<file path="src/rtl/uart_pkg.sv">
// Shared constants, state encodings and parity helper
// for the parametrised UART transceiver.
package uart_pkg;

  localparam int PARITY_NONE   = 0;
  localparam int PARITY_ODD    = 1;
  localparam int PARITY_EVEN   = 2;
  localparam int MAX_DATA_BITS = 9;

  typedef enum logic [2:0] {
    TX_IDLE,
    TX_START,
    TX_DATA,
    TX_PARITY,
    TX_STOP
  } tx_state_e;

  typedef enum logic [2:0] {
    RX_IDLE,
    RX_START,
    RX_DATA,
    RX_PARITY,
    RX_STOP
  } rx_state_e;

  // Even parity is the plain XOR; odd parity is its inverse.
  function automatic logic parity_bit(
    input logic [MAX_DATA_BITS-1:0] data,
    input int                       mode
  );
    return (^data) ^ (mode == PARITY_ODD);
  endfunction

  function automatic bit has_parity(input int mode);
    return (mode == PARITY_ODD) || (mode == PARITY_EVEN);
  endfunction

endpackage

</file>
<file path="src/rtl/uart_xcvr_param_if.sv">
// Parallel-side bundle of the UART transceiver:
// transmit handshake plus received-frame results.
interface uart_xcvr_param_if #(
  parameter int DATA_BITS = 8
);

  logic                 tx_valid;
  logic                 tx_ready;
  logic [DATA_BITS-1:0] tx_data;
  logic                 tx_done;
  logic [DATA_BITS-1:0] rx_data;
  logic                 rx_valid;
  logic                 parity_err;
  logic                 framing_err;

  modport master (
    output tx_valid,
    output tx_data,
    input  tx_ready,
    input  tx_done,
    input  rx_data,
    input  rx_valid,
    input  parity_err,
    input  framing_err
  );

  modport slave (
    input  tx_valid,
    input  tx_data,
    output tx_ready,
    output tx_done,
    output rx_data,
    output rx_valid,
    output parity_err,
    output framing_err
  );

endinterface

</file>
<file path="src/rtl/uart_rx_path.sv">
// UART receive path: 2-flop synchroniser, mid-bit
// sampling state machine and parity/framing flags.
module uart_rx_path
  import uart_pkg::*;
#(
  parameter int CLKS_PER_BIT = 434,
  parameter int DATA_BITS    = 8,
  parameter int PARITY       = 0
) (
  input  logic                 clk,
  input  logic                 rst,
  input  logic                 line,
  output logic [DATA_BITS-1:0] rx_data,
  output logic                 rx_valid,
  output logic                 parity_err,
  output logic                 framing_err
);

  localparam int BAUD_W = $clog2(CLKS_PER_BIT);
  localparam int BIT_W  = $clog2(DATA_BITS + 1);

  localparam logic [BAUD_W-1:0] BAUD_LAST =
    BAUD_W'(CLKS_PER_BIT - 1);
  localparam logic [BAUD_W-1:0] HALF_LAST =
    BAUD_W'(CLKS_PER_BIT / 2 - 1);
  localparam logic [BIT_W-1:0] DATA_LAST =
    BIT_W'(DATA_BITS - 1);
  localparam bit HAS_PAR = has_parity(PARITY);

  logic                 sync1;
  logic                 sync2;
  rx_state_e            state;
  rx_state_e            state_d;
  logic [BAUD_W-1:0]    baud;
  logic [BAUD_W-1:0]    baud_d;
  logic [BIT_W-1:0]     bit_cnt;
  logic [BIT_W-1:0]     bit_cnt_d;
  logic [DATA_BITS-1:0] shift;
  logic [DATA_BITS-1:0] shift_d;
  logic                 par;
  logic                 par_d;
  logic                 bit_end;
  logic                 done;

  assign bit_end = (baud == BAUD_LAST);

  always_comb begin
    state_d   = state;
    baud_d    = bit_end ? '0 : baud + BAUD_W'(1);
    bit_cnt_d = bit_cnt;
    shift_d   = shift;
    par_d     = par;
    done      = 1'b0;
    unique case (state)
      RX_IDLE: begin
        baud_d    = '0;
        bit_cnt_d = '0;
        if (!sync2) state_d = RX_START;
      end
      RX_START: begin
        // A start bit that is high again at mid-bit is a glitch.
        if (baud == HALF_LAST) begin
          baud_d  = '0;
          state_d = sync2 ? RX_IDLE : RX_DATA;
        end
      end
      RX_DATA: begin
        if (bit_end) begin
          shift_d   = {sync2, shift[DATA_BITS-1:1]};
          bit_cnt_d = bit_cnt + BIT_W'(1);
          if (bit_cnt == DATA_LAST) begin
            bit_cnt_d = '0;
            state_d   = HAS_PAR ? RX_PARITY : RX_STOP;
          end
        end
      end
      RX_PARITY: begin
        if (bit_end) begin
          par_d   = sync2;
          state_d = RX_STOP;
        end
      end
      RX_STOP: begin
        if (bit_end) begin
          done    = 1'b1;
          state_d = RX_IDLE;
        end
      end
      default: state_d = RX_IDLE;
    endcase
  end

  always_ff @(posedge clk) begin
    if (rst) begin
      sync1       <= 1'b1;
      sync2       <= 1'b1;
      state       <= RX_IDLE;
      baud        <= '0;
      bit_cnt     <= '0;
      shift       <= '0;
      par         <= 1'b0;
      rx_data     <= '0;
      rx_valid    <= 1'b0;
      parity_err  <= 1'b0;
      framing_err <= 1'b0;
    end else begin
      sync1    <= line;
      sync2    <= sync1;
      state    <= state_d;
      baud     <= baud_d;
      bit_cnt  <= bit_cnt_d;
      shift    <= shift_d;
      par      <= par_d;
      rx_valid <= done;
      if (done) begin
        rx_data     <= shift;
        parity_err  <= HAS_PAR &&
          (parity_bit(MAX_DATA_BITS'(shift), PARITY) != par);
        framing_err <= !sync2;
      end
    end
  end

endmodule

</file>
<file path="src/rtl/uart_xcvr_param.sv">
// Parametrised full-duplex UART: transmit state machine,
// loopback mux and the receive path instance.
module uart_xcvr_param
  import uart_pkg::*;
#(
  parameter int CLKS_PER_BIT = 434,
  parameter int DATA_BITS    = 8,
  parameter int PARITY       = 0,
  parameter int STOP_BITS    = 1
) (
  input  logic             clk,
  input  logic             rst,
  input  logic             loopback,
  output logic             tx,
  input  logic             rx,
  uart_xcvr_param_if.slave bus
);

  localparam int BAUD_W = $clog2(CLKS_PER_BIT);
  localparam int BIT_W  = $clog2(DATA_BITS + 1);

  localparam logic [BAUD_W-1:0] BAUD_LAST =
    BAUD_W'(CLKS_PER_BIT - 1);
  localparam logic [BIT_W-1:0] DATA_LAST =
    BIT_W'(DATA_BITS - 1);
  localparam logic [BIT_W-1:0] STOP_LAST =
    BIT_W'(STOP_BITS - 1);
  localparam bit HAS_PAR = has_parity(PARITY);

  tx_state_e            state;
  tx_state_e            state_d;
  logic [BAUD_W-1:0]    baud;
  logic [BAUD_W-1:0]    baud_d;
  logic [BIT_W-1:0]     bit_cnt;
  logic [BIT_W-1:0]     bit_cnt_d;
  logic [DATA_BITS-1:0] shift;
  logic [DATA_BITS-1:0] shift_d;
  logic                 par;
  logic                 par_d;
  logic                 bit_end;
  logic                 line;
  logic [DATA_BITS-1:0] rx_data;
  logic                 rx_valid;
  logic                 parity_err;
  logic                 framing_err;

  assign bit_end      = (baud == BAUD_LAST);
  assign bus.tx_ready = (state == TX_IDLE);
  assign bus.tx_done  = (state == TX_STOP) && bit_end &&
                        (bit_cnt == STOP_LAST);

  always_comb begin
    state_d   = state;
    baud_d    = bit_end ? '0 : baud + BAUD_W'(1);
    bit_cnt_d = bit_cnt;
    shift_d   = shift;
    par_d     = par;
    tx        = 1'b1;
    unique case (state)
      TX_IDLE: begin
        baud_d    = '0;
        bit_cnt_d = '0;
        if (bus.tx_valid) begin
          state_d = TX_START;
          shift_d = bus.tx_data;
          par_d   = parity_bit(
            MAX_DATA_BITS'(bus.tx_data), PARITY);
        end
      end
      TX_START: begin
        tx = 1'b0;
        if (bit_end) state_d = TX_DATA;
      end
      TX_DATA: begin
        tx = shift[0];
        if (bit_end) begin
          shift_d   = shift >> 1;
          bit_cnt_d = bit_cnt + BIT_W'(1);
          if (bit_cnt == DATA_LAST) begin
            bit_cnt_d = '0;
            state_d   = HAS_PAR ? TX_PARITY : TX_STOP;
          end
        end
      end
      TX_PARITY: begin
        tx = par;
        if (bit_end) state_d = TX_STOP;
      end
      TX_STOP: begin
        // bit_cnt is reused to count stop bits.
        if (bit_end) begin
          bit_cnt_d = bit_cnt + BIT_W'(1);
          if (bit_cnt == STOP_LAST) begin
            bit_cnt_d = '0;
            state_d   = TX_IDLE;
          end
        end
      end
      default: state_d = TX_IDLE;
    endcase
  end

  always_ff @(posedge clk) begin
    if (rst) begin
      state   <= TX_IDLE;
      baud    <= '0;
      bit_cnt <= '0;
      shift   <= '0;
      par     <= 1'b0;
    end else begin
      state   <= state_d;
      baud    <= baud_d;
      bit_cnt <= bit_cnt_d;
      shift   <= shift_d;
      par     <= par_d;
    end
  end

  assign line = loopback ? tx : rx;

  uart_rx_path #(
    .CLKS_PER_BIT (CLKS_PER_BIT),
    .DATA_BITS    (DATA_BITS),
    .PARITY       (PARITY)
  ) u_rx (
    .clk         (clk),
    .rst         (rst),
    .line        (line),
    .rx_data     (rx_data),
    .rx_valid    (rx_valid),
    .parity_err  (parity_err),
    .framing_err (framing_err)
  );

  assign bus.rx_data     = rx_data;
  assign bus.rx_valid    = rx_valid;
  assign bus.parity_err  = parity_err;
  assign bus.framing_err = framing_err;

endmodule

</file>
<file path="src/flat_wrapper.sv">
// flat-port wrapper written by rule: the top's interface ports become plain ports
module uart_xcvr_param_flat import uart_pkg::*;
#(
  parameter int CLKS_PER_BIT = 434,
  parameter int DATA_BITS    = 8,
  parameter int PARITY       = 0,
  parameter int STOP_BITS    = 1
)
  (clk, rst, loopback, tx, rx, bus_tx_valid, bus_tx_data, bus_tx_ready, bus_tx_done, bus_rx_data, bus_rx_valid, bus_parity_err, bus_framing_err);
  uart_xcvr_param_if #(.DATA_BITS(DATA_BITS)) bus_i ();
  input  logic clk;
  input  logic rst;
  input  logic loopback;
  output logic tx;
  input  logic rx;
  input wire logic [$bits(bus_i.tx_valid)-1:0] bus_tx_valid;
  input wire logic [$bits(bus_i.tx_data)-1:0] bus_tx_data;
  output wire logic [$bits(bus_i.tx_ready)-1:0] bus_tx_ready;
  output wire logic [$bits(bus_i.tx_done)-1:0] bus_tx_done;
  output wire logic [$bits(bus_i.rx_data)-1:0] bus_rx_data;
  output wire logic [$bits(bus_i.rx_valid)-1:0] bus_rx_valid;
  output wire logic [$bits(bus_i.parity_err)-1:0] bus_parity_err;
  output wire logic [$bits(bus_i.framing_err)-1:0] bus_framing_err;
  assign bus_i.tx_valid = bus_tx_valid;
  assign bus_i.tx_data = bus_tx_data;
  assign bus_tx_ready = bus_i.tx_ready;
  assign bus_tx_done = bus_i.tx_done;
  assign bus_rx_data = bus_i.rx_data;
  assign bus_rx_valid = bus_i.rx_valid;
  assign bus_parity_err = bus_i.parity_err;
  assign bus_framing_err = bus_i.framing_err;
  uart_xcvr_param #(.CLKS_PER_BIT(CLKS_PER_BIT), .DATA_BITS(DATA_BITS), .PARITY(PARITY), .STOP_BITS(STOP_BITS)) u_core (.clk(clk), .rst(rst), .loopback(loopback), .tx(tx), .rx(rx), .bus(bus_i));
endmodule
</file>
<file path="config.mk">
export PLATFORM = sky130hd
export DESIGN_NAME = uart_xcvr_param_flat
export DESIGN_NICKNAME = d
export VERILOG_FILES = /design/src/rtl/uart_pkg.sv /design/src/rtl/uart_xcvr_param_if.sv /design/src/rtl/uart_rx_path.sv /design/src/rtl/uart_xcvr_param.sv /design/src/flat_wrapper.sv
export SDC_FILE = /design/constraint.sdc
export NUM_CORES = 1
export LEC_CHECK = 0
export CAP_MARGIN = 5
export CORE_MARGIN = 2
export CORE_UTILIZATION = 51
export CTS_CLUSTER_SIZE = 12
export DETAILED_ROUTE_END_ITERATION = 8
export PLACE_DENSITY = 0.75
export SLEW_MARGIN = 20
export SYNTH_ARGS = -nofsm -noshare
export SYNTH_HDL_FRONTEND = slang
export SYNTH_SLANG_ARGS = --single-unit
export TNS_END_PERCENT = 50
</file>
<file path="constraint.sdc">
create_clock -name clk -period 1.7 [get_ports clk]
set_input_delay 0.51 -clock clk [delete_from_list [all_inputs] [get_ports clk]]
set_output_delay 0.51 -clock clk [all_outputs]
set_load 0.005 [all_outputs]
</file>
==> metrics <==
post-route minimum period=1850 ps; Synth Register Bits=between 60 and 70; final hold vios=0; initial antenna violation count=0; Clock Root Buffer=clkbuf_8; CP endpoint kind=output port; P&R area growth vs syn=44.7%; CTS buffer count=9; Cell Area, Placed=~3500 um2; Starting Density=0.523; Vias/cell=5.35; Post-synth top cells=nor2_1 (62), dfxtp_1 (61), mux2i_1 (27); period utilization=1.09; CP Class=flop to output port; crit path DAT=about 1300 ps; top post-synthesis cells by area=dfxtp_1 (43%), mux2i_1 (9.5%), nor2_1 (8.2%); PwrDens=around 760 nW/um2; maximum vdd drop=between 0.0006 and 0.0007 V; cell taking the most area after synthesis=dfxtp_1; final instance area=around 4100 um2; Cell Area, Synth=2840 um2; post-synth top area share=0.430; violated checks=negative setup slack; Min Hold Slack=410 ps; First DRT Iteration DRCs=a little under 100; outcome=finished, violations left; number of I/O port buffers=25; crit path launch type=flop; worst-path fanout max=2; Mapped Nets=336; # Max-Cap Violations=0; vias in the first global route=2407; detailed placement HPWL=between 4 and 5 mm; ANT cells=0; total number of vias=approximately 2600; H-tree levels=3; share of cells above drive strength 1=0.356; unrepaired setup endpoints after global routing=true; post-synth cell types=54; CP Data Required Time=between 1000 and 1500 ps; Top Ports=27; RD Place Congestion=0.845; Die ar.=6190 um2; Final Slew Violations=0; Core Footprint=about 5400 um2; Sink Count=61; Reg clk slew, reported paths=~70 ps; hold_buf cts=0; count leader, synth=nor2_1; Static Leak=1.82 nW; Final Skew=roughly 3.7 ps; Nets=424; FP Rows=27; first-pass GRT wire length=about 10 mm; CTS tree=yes; fin util=0.756; synthesis warning total=0; First-pass DRT Iterations=4; GRT overflow=0; mean post-synth cell area=around 9.0 um2; Die Width=about 79 um; Routed WL per cell=between 10 and 15 um; number of flops mapped to enable cells by yosys=0; ys flop type=dfxtp_1; Final ANT Viol Nets=0; Setup Viol. Count Final=25; clk_lat worst skew=between 300 and 400 ps; TNS Setup=-1240 ps; Async S/R FF share, synth=0; WL final=between 6 and 7 mm; DRC viols=0; post-synthesis cell count=around 320; Global Route Usage Sum=0.211; Worst Hold Class=flop to flop; Worst Slack Setup Final=-153 ps; largest buffer count on any clock path=2; sequential area share after synthesis=0.430; Die Height=roughly 79 um; largest net degree at the start of global routing=26; fmax=540 MHz
[registers in the layout, indices dropped and copies added, names as in the netlist, 4 cells and up]
signal and count:
u_core.u_rx.bit_cnt 4, u_core.baud 9, u_core.bit_cnt 4, u_core.shift 8, u_core.u_rx.baud 9, u_core.u_rx.shift 8
u_core.u_rx.rx_data 8
[kinds of logic (layout without fill, tap and decap cells)]
| kind of cell | count (synthesis) | after routing | synth area share |
|---|---|---|---|
| compound gates | 38 | 38 | 0.0911 |
| xor+xnor | 21 | 21 | 0.0647 |
| fa+ha+maj | 8 | 8 | 0.0352 |
| buf+inv | 23 | 115 | 0.0365 |
| flops | 61 | 61 | 0.430 |
| mux | 28 | 28 | 0.0990 |
| other cells | 1 | 1 | 0.00132 |
| simple gates | 135 | 135 | 0.243 |
[stage by stage]
step	total power [W]	setup slack, ps	instances
after global placement	0.00178	-263	452
final	0.00311	-153	479
after floorplan	0.00167	-92.9	315
after global routing	0.00321	-231	479
after detailed placement	0.00179	-253	452
after CTS	0.00309	-145	474
[final timing paths]
kind | start | endpoint | slack [ps] | cells past startpoint
max | u_core.state[1]$_SDFFE_PP0P_ | bus_tx_done | -150 | 5
min | u_core.u_rx.sync1$_SDFF_PP1_ | u_core.u_rx.sync2$_SDFF_PP1_ | 410 | 1
max reg2reg | u_core.bit_cnt[0]$_SDFFE_PP0P_ | u_core.state[2]$_SDFFE_PP0P_ | -130 | 7
min reg2reg | u_core.u_rx.sync1$_SDFF_PP1_ | u_core.u_rx.sync2$_SDFF_PP1_ | 410 | 1
[routing by layer]
layer,GRT usage,vias up,part of all wire
li1,-,1266,-
met1,0.252,1224,0.42
met2,0.354,59,0.52
met3,0.0575,12,0.042
met4,0.0895,0,0.017
met5,0,-,0
[where the power goes]
group,switching (W),internal [W]
Sequential,0.0000227,0.00146
Combinational,0.000155,0.000164
Clock,0.000561,0.000743
Total,0.000738,0.00237
[cell usage in the layout (no fill, tap or decap), types with 5 or more instances in the layout]
| cell | instances |
|---|---|
| buf_6 | 11 |
| dfxtp_2 | 13 |
| mux2i_1 | 26 |
| nor3_1 | 5 |
| a21oi_1 | 6 |
| nand2_1 | 14 |
| ha_1 | 5 |
| a211oi_1 | 6 |
| clkbuf_8 | 11 |
| nand3_1 | 10 |
| buf_4 | 53 |
| clkdlybuf4s50_1 | 18 |
| inv_1 | 5 |
| xor2_1 | 7 |
| nor2_1 | 59 |
| xnor2_1 | 14 |
| dfxtp_1 | 48 |
[final cells by class]
cell class	count	area (um2)
tap	72	90.1
inverter	9	33.8
sequential	61	1240
fill	352	1330
clock buffer	11	151
multi-input combinational	231	1750
clock inverter	4	47.5
timing repair buffer	91	807
[timing repair]
item / in CTS / in global routing
gates resized for setup: 39 / 56
endpoints found under the hold margin: 0 / 0
setup endpoints to repair: 28 / 51
gates cloned: 0 / 1
pin swaps: 7 / 27
buffers inserted: 7 / 5
[worst max-delay path, cell delays in order, from the launching register on]
cell     delay (ps)
dfxtp_2         340
buf_6           120
nor3b_4         240
nand3_2         100
nor2_2           90
buf_2           110
No activity file was read; power rests on OpenSTA's default activity.
